File: src/rtl/ifetch_queue.sv
// Instruction-fetch queue: drives IAD, buffers acknowledged {pc, instr} pairs and hands them to decode.
// Optional perf counters are enabled by defining IFETCH_PERF_EN.
module ifetch_queue #(
    parameter int              XLEN     = 32,
    parameter int              DEPTH    = 4,
    parameter logic [XLEN-1:0] RESET_PC = {XLEN{1'b0}}
) (
    input  logic            clk,
    input  logic            rst,
    output logic [XLEN-1:0] IAD,
    input  logic [XLEN-1:0] IDT,
    input  logic            ACKI_n,
    input  logic            redirect_valid,
    input  logic [XLEN-1:0] redirect_pc,
    input  logic            id_ready,
    output logic            id_valid,
    output logic [XLEN-1:0] id_pc,
    output logic [XLEN-1:0] id_instr
`ifdef IFETCH_PERF_EN
    ,
    output logic [31:0]     perf_fetched,
    output logic [31:0]     perf_full_stall
`endif
);

    localparam int AW = (DEPTH > 1) ? $clog2(DEPTH) : 1;
    localparam int CW = AW + 1;

    logic [XLEN-1:0] pc_mem_r    [DEPTH];
    logic [XLEN-1:0] instr_mem_r [DEPTH];
    logic [AW-1:0]   rptr_r, wptr_r, rptr_n_s, wptr_n_s;
    logic [CW-1:0]   count_r, count_n_s, occ_s;
    logic [XLEN-1:0] fetch_pc_r, fetch_pc_n_s;
    logic [XLEN-1:0] id_pc_r, id_instr_r, head_pc_s, head_instr_s;
    logic            id_valid_r, pop_s, push_s, full_s;

    assign IAD      = fetch_pc_r;
    assign id_valid = id_valid_r;
    assign id_pc    = id_pc_r;
    assign id_instr = id_instr_r;

    // Handshake decode and next-state of pointers, occupancy and fetch address.
    always_comb begin
        pop_s        = id_valid_r & id_ready;
        full_s       = (count_r == CW'(DEPTH));
        push_s       = !ACKI_n & !redirect_valid & (!full_s | pop_s);
        occ_s        = count_r - CW'(pop_s);
        rptr_n_s     = rptr_r;
        wptr_n_s     = wptr_r;
        count_n_s    = count_r;
        fetch_pc_n_s = fetch_pc_r;
        if (redirect_valid) begin
            rptr_n_s     = {AW{1'b0}};
            wptr_n_s     = {AW{1'b0}};
            count_n_s    = {CW{1'b0}};
            fetch_pc_n_s = {redirect_pc[XLEN-1:2], 2'b00};
        end else begin
            rptr_n_s     = pop_s  ? rptr_r + AW'(1'b1) : rptr_r;
            wptr_n_s     = push_s ? wptr_r + AW'(1'b1) : wptr_r;
            count_n_s    = occ_s + CW'(push_s);
            fetch_pc_n_s = push_s ? fetch_pc_r + XLEN'(3'd4) : fetch_pc_r;
        end
    end

    // Next head entry; when the queue drains to empty the incoming word bypasses storage.
    always_comb begin
        head_pc_s    = id_pc_r;
        head_instr_s = id_instr_r;
        if (count_n_s == {CW{1'b0}}) begin
            head_pc_s    = id_pc_r;
            head_instr_s = id_instr_r;
        end else if (push_s && (occ_s == {CW{1'b0}})) begin
            head_pc_s    = fetch_pc_r;
            head_instr_s = IDT;
        end else begin
            head_pc_s    = pc_mem_r[rptr_n_s];
            head_instr_s = instr_mem_r[rptr_n_s];
        end
    end

    // Entry storage; contents are don't-care until written, so no reset is needed.
    always_ff @(posedge clk) begin
        if (rst && push_s) begin
            pc_mem_r[wptr_r]    <= fetch_pc_r;
            instr_mem_r[wptr_r] <= IDT;
        end
    end

    // Control and head registers with synchronous active-low reset.
    always_ff @(posedge clk) begin
        if (!rst) begin
            fetch_pc_r <= RESET_PC;
            rptr_r     <= {AW{1'b0}};
            wptr_r     <= {AW{1'b0}};
            count_r    <= {CW{1'b0}};
            id_valid_r <= 1'b0;
            id_pc_r    <= {XLEN{1'b0}};
            id_instr_r <= {XLEN{1'b0}};
        end else begin
            fetch_pc_r <= fetch_pc_n_s;
            rptr_r     <= rptr_n_s;
            wptr_r     <= wptr_n_s;
            count_r    <= count_n_s;
            id_valid_r <= (count_n_s != {CW{1'b0}});
            id_pc_r    <= head_pc_s;
            id_instr_r <= head_instr_s;
        end
    end

`ifdef IFETCH_PERF_EN
    logic stall_s;
    assign stall_s = !ACKI_n & !redirect_valid & full_s & !pop_s;

    // Saturating event counters for pushes and full-queue ack rejections.
    always_ff @(posedge clk) begin
        if (!rst) begin
            perf_fetched    <= 32'd0;
            perf_full_stall <= 32'd0;
        end else begin
            if (push_s && (perf_fetched != 32'hFFFF_FFFF)) begin
                perf_fetched <= perf_fetched + 32'd1;
            end else begin
                perf_fetched <= perf_fetched;
            end
            if (stall_s && (perf_full_stall != 32'hFFFF_FFFF)) begin
                perf_full_stall <= perf_full_stall + 32'd1;
            end else begin
                perf_full_stall <= perf_full_stall;
            end
        end
    end
`endif

endmodule
File: config.mk
export PLATFORM = sky130hd
export DESIGN_NAME = ifetch_queue
export DESIGN_NICKNAME = d
export VERILOG_FILES = /design/src/rtl/ifetch_queue.sv
export SDC_FILE = /design/constraint.sdc
export NUM_CORES = 1
export LEC_CHECK = 0
export ABC_CLOCK_PERIOD_IN_PS = 4500
export BUFFER_PORTS_ARGS = -buffer_cell sky130_fd_sc_hd__buf_4
export CORE_MARGIN = 2
export CORE_UTILIZATION = 45
export CTS_CLUSTER_DIAMETER = 150
export DETAILED_ROUTE_END_ITERATION = 6
export GPL_ROUTABILITY_DRIVEN = 1
export SKIP_CTS_REPAIR_TIMING = 1
export SYNTH_ARGS = -nofsm -noshare
export SYNTH_HDL_FRONTEND = slang
export SYNTH_SLANG_ARGS = --single-unit
File: constraint.sdc
create_clock -name clk -period 4.5 [get_ports clk]
set_input_delay 0.225 -clock clk [delete_from_list [all_inputs] [get_ports clk]]
set_output_delay 0.225 -clock clk [all_outputs]
set_load 0.02 [all_outputs]
==> flow_metrics.env <==
export IMPL_min_period_ns=3.57
export IMPL_synth_area_per_cell_um2=16.7
export IMPL_synth_compound_area_share_pct=10.9
export IMPL_die_h_um=177
export IMPL_core_um2=29600
export IMPL_synth_xor_xnor_area_share_pct=1.99
export IMPL_grt_total_usage_pct=20.0
export IMPL_cts_root_buf="clkbuf_16"
export IMPL_slew_viol_final=0
export IMPL_seqPwrFrac_pct=49.8
export IMPL_start_kind="flip-flop"
export IMPL_cts_tree="built"
export IMPL_grt_overflow_total=0
export IMPL_reg2reg_to="id_pc[7]$_SDFFE_PN0P_"
export IMPL_first_pass_iters=4
export IMPL_grt_max_degree=63
export IMPL_power_leakage_nw=6.02
export IMPL_synth_flop_cell="edfxtp_1"
export IMPL_skew_ns=0.0207
export IMPL_max_slew_margin_pct=29.5
export IMPL_max_stage_delay_ns=0.60
export IMPL_hold_class="in -> reg"
export IMPL_fillerInstances=2405
export IMPL_synth_async_reset_ratio_pct=0
export IMPL_hold_viol_final=9
export IMPL_hold_slack_ns=-0.0182
export IMPL_synthToLayoutAreaGrowth_pct=23.7
export IMPL_reg2reg_from="id_valid$_SDFF_PN0_"
export IMPL_die_w_um=177
export IMPL_htreeDepth=2
export IMPL_cellPowerDensity_nw_per_um2=437
export IMPL_core_rowCount=63
export IMPL_cellInternalPower_w=0.00563
export IMPL_viasPerCell=5.68
export IMPL_synth_top_family_by_area="compound AO/OA/AOI/OAI gates"
export IMPL_fin_tns_setup_ns=0
export IMPL_critPathCaptureType="flip-flop"
export IMPL_startpoint="id_valid$_SDFF_PN0_"
export IMPL_power_share_clock_pct=40.9
export IMPL_ys_seq_area_share_pct=69.8
export IMPL_yosys_mux_area_fraction_pct=10.4
export IMPL_synthCells=810
export IMPL_reg2reg_depth=11
export IMPL_worst_pin_slew_ns=1.06
export IMPL_slowest_stage="nor3_1"
export IMPL_synth_distinct_cells=51
export IMPL_worstSetupPathType="reg -> reg"
export IMPL_period_share_pct=79.3
export IMPL_cp_arrival_ns=4.02
export IMPL_r2r_slack_ns=0.93
export IMPL_max_freq_mhz=280
export IMPL_dpl_hpwl_mm=17.4
export IMPL_cts_reportedPaths_clkPinSlew_ns=0.06
export IMPL_cts_buffer_depth=3
export IMPL_violations="negative hold slack"
export IMPL_synthSimpleGateAreaFrac_pct=3.82
export IMPL_grt_pass1_wl_mm=47.7
export IMPL_post_drt_wl_per_cell_um=22.2
export IMPL_drc=0
export IMPL_drv_cap=0
export IMPL_status="finished with violations"
export IMPL_combinationalPowerShare_pct=9.3
export IMPL_clk_latency_ns=0.52
export IMPL_numPortBuffers=159
export IMPL_crit_required_ns=4.96
export IMPL_ys_warn_count=0
export IMPL_first_global_vias=8075
export IMPL_drtIter0Drc=605
export IMPL_crit_path_frequent_cell="ha_1"
export IMPL_cts_made_buffers=38
export IMPL_antennaDiodeCount=0
export IMPL_rsz0062_at_grt="false"
export IMPL_switching_share_pct=23.0
export IMPL_ios=166
export IMPL_postRouteAntennaNets=0
export IMPL_endpoint="id_pc[7]$_SDFFE_PN0P_"
export IMPL_initial_core_util_pct=45.7
export IMPL_synth_fa_ha_area_share_pct=0.831
export IMPL_cp_cell_sequence="a211oi_1 -> a21o_1 -> nor2_1 -> ha_1 -> ha_1 -> xor3_1 -> nor3_1 -> o21a_2 -> buf_4 -> a22o_1 -> a31o_2"
export IMPL_fin_util_pct=56.5
export IMPL_setup_viol=0
export IMPL_fin_nets=1083
export IMPL_synth_seq_cells=348
export IMPL_wl_mm=31.6
export IMPL_synth_edf_count=248
export IMPL_finalWeightedCongestion=0.801
export IMPL_netlist_area_um2=13500
export IMPL_routed_via_count=8095
export IMPL_clkSinkCount=348
export IMPL_antenna_found_initial=0
export IMPL_crit_fanout=18
export IMPL_drive_gt1_share_pct=34.9
export IMPL_irDropWorstVdd_mv=0.223
export IMPL_dieArea_um2=31500
export IMPL_p_sw_w=0.00168
==> kinds of logic (layout without fill, tap and decap cells) <==
kind of cell / after synthesis / count (layout)
flip-flops: 348 / 348
AO/OA/AOI/OAI: 195 / 195
AND/OR/NAND/NOR: 93 / 93
buffers and inverters: 72 / 293
multiplexers: 63 / 63
XOR/XNOR: 29 / 29
adder cells (fa/ha/maj): 9 / 9
other: 1 / 4
==> stage by stage <==
stage	instances	cell area, µm²	setup slack, ns	total power (W)	hold WS, ns
2_1_floorplan	813	13600	1.16	0.00405	0.324
3_3_place_gp	1317	15200	0.972	0.00435	0.442
3_5_place_dp	1317	15200	0.974	0.00436	0.442
4_1_cts	1386	16400	0.928	0.00735	-0.0975
5_1_grt	1424	16700	0.586	0.00756	0.0000890
6_report	1424	16700	0.931	0.00731	-0.0182
==> worst min path at each step <==
stage | depth (start not counted) | from | slack (ns) | endpoint
2_1_floorplan | 0 | IDT[0] | 0.32 | instr_mem_r[0][0]$_DFFE_PP_
3_3_place_gp | 1 | IDT[29] | 0.44 | instr_mem_r[1][29]$_DFFE_PP_
3_5_place_dp | 1 | IDT[31] | 0.44 | instr_mem_r[1][31]$_DFFE_PP_
4_1_cts | 1 | IDT[18] | -0.1 | instr_mem_r[1][18]$_DFFE_PP_
5_1_grt | 3 | redirect_pc[5] | 0.00009 | IAD[5]$_SDFFE_PN0P_
6_report | 3 | redirect_pc[5] | -0.02 | IAD[5]$_SDFFE_PN0P_
==> Yosys cell counts, types with 3 or more instances <==
library cell | count | share of area (%)
a21oi_1 | 27 | 1.0
a22o_1 | 62 | 4.0
a31o_1 | 5 | 0.32
a31o_2 | 57 | 3.7
a31oi_1 | 4 | 0.18
and3_1 | 10 | 0.46
buf_2 | 11 | 0.41
buf_4 | 4 | 0.22
clkbuf_1 | 41 | 1.1
dfxtp_1 | 100 | 15
edfxtp_1 | 248 | 55
ha_1 | 9 | 0.83
inv_1 | 12 | 0.33
mux4_2 | 62 | 10
nand2_1 | 20 | 0.55
nand3_1 | 9 | 0.33
nand4_1 | 8 | 0.37
nor2_1 | 12 | 0.33
nor3_1 | 8 | 0.30
nor4_1 | 7 | 0.32
o21ai_0 | 30 | 1.1
o31ai_1 | 3 | 0.17
or4_1 | 3 | 0.17
xnor2_1 | 18 | 1.2
xor2_1 | 10 | 0.65
==> critical path: cells and delay by family (launching register included) <==
family	cells	cell delay, ns
AOI/OAI and AO/OA	5	1.53
and+or+nand+nor	2	0.68
adders and majority gates	2	0.39
buffers and inverters	1	0.36
DFF	1	0.34
xor gates and xnor gates	1	0.20
==> routing by layer <==
metal	GRT usage, %	wire [µm]
met1	27.4	13900
met2	33.5	15600
met3	3.28	1540
met4	4.78	495
met5	0	0
==> layout by cell type (no fill, tap or decap), drive strengths merged, types with 2 or more instances in the layout <==
cell	n
and2	2
buf	173
nand4	9
clkbuf	49
and3	11
o21ai	30
clkinv	17
inv	13
ha	9
bufinv	2
and4	3
a21oi	27
conb	4
o31ai	3
xor2	10
a31oi	4
or4	3
a31o	62
dfxtp	100
nor4	7
dlygate4sd3	38
nand2	20
or3	3
nor2	12
mux4	62
nor3	9
edfxtp	248
xnor2	18
a22o	62
nand3	9
==> power by group through the flow <==
stage | sequential [W] | combinational, W | clock, W
3_3_place_gp | 0.00371 | 0.000649 | 0
5_1_grt | 0.00365 | 0.000732 | 0.00317
4_1_cts | 0.00364 | 0.000659 | 0.00305
6_report | 0.00364 | 0.000680 | 0.00299
2_1_floorplan | 0.00377 | 0.000282 | 0
3_5_place_dp | 0.00371 | 0.000656 | 0
==> registers in the layout, summed over array words and instances, names as in the netlist, 2 cells and up <==
register / flops
id_instr: 32
IAD: 30
id_pc: 30
instr_mem_r: 128
count_r: 3
wptr_r: 2
rptr_r: 2
pc_mem_r: 120
==> area by class of cell <==
class	count	area (µm²)	area share [%]
Inverter	13	48.8	0.291
Sequential cell	348	9450	56.4
Clock buffer	49	1070	6.36
Multi-Input combinational cell	393	3850	23.0
Timing Repair Buffer	211	1700	10.2
Clock inverter	20	143	0.852
Tap cell	390	488	2.91
Power figures use the tool's default switching activity.
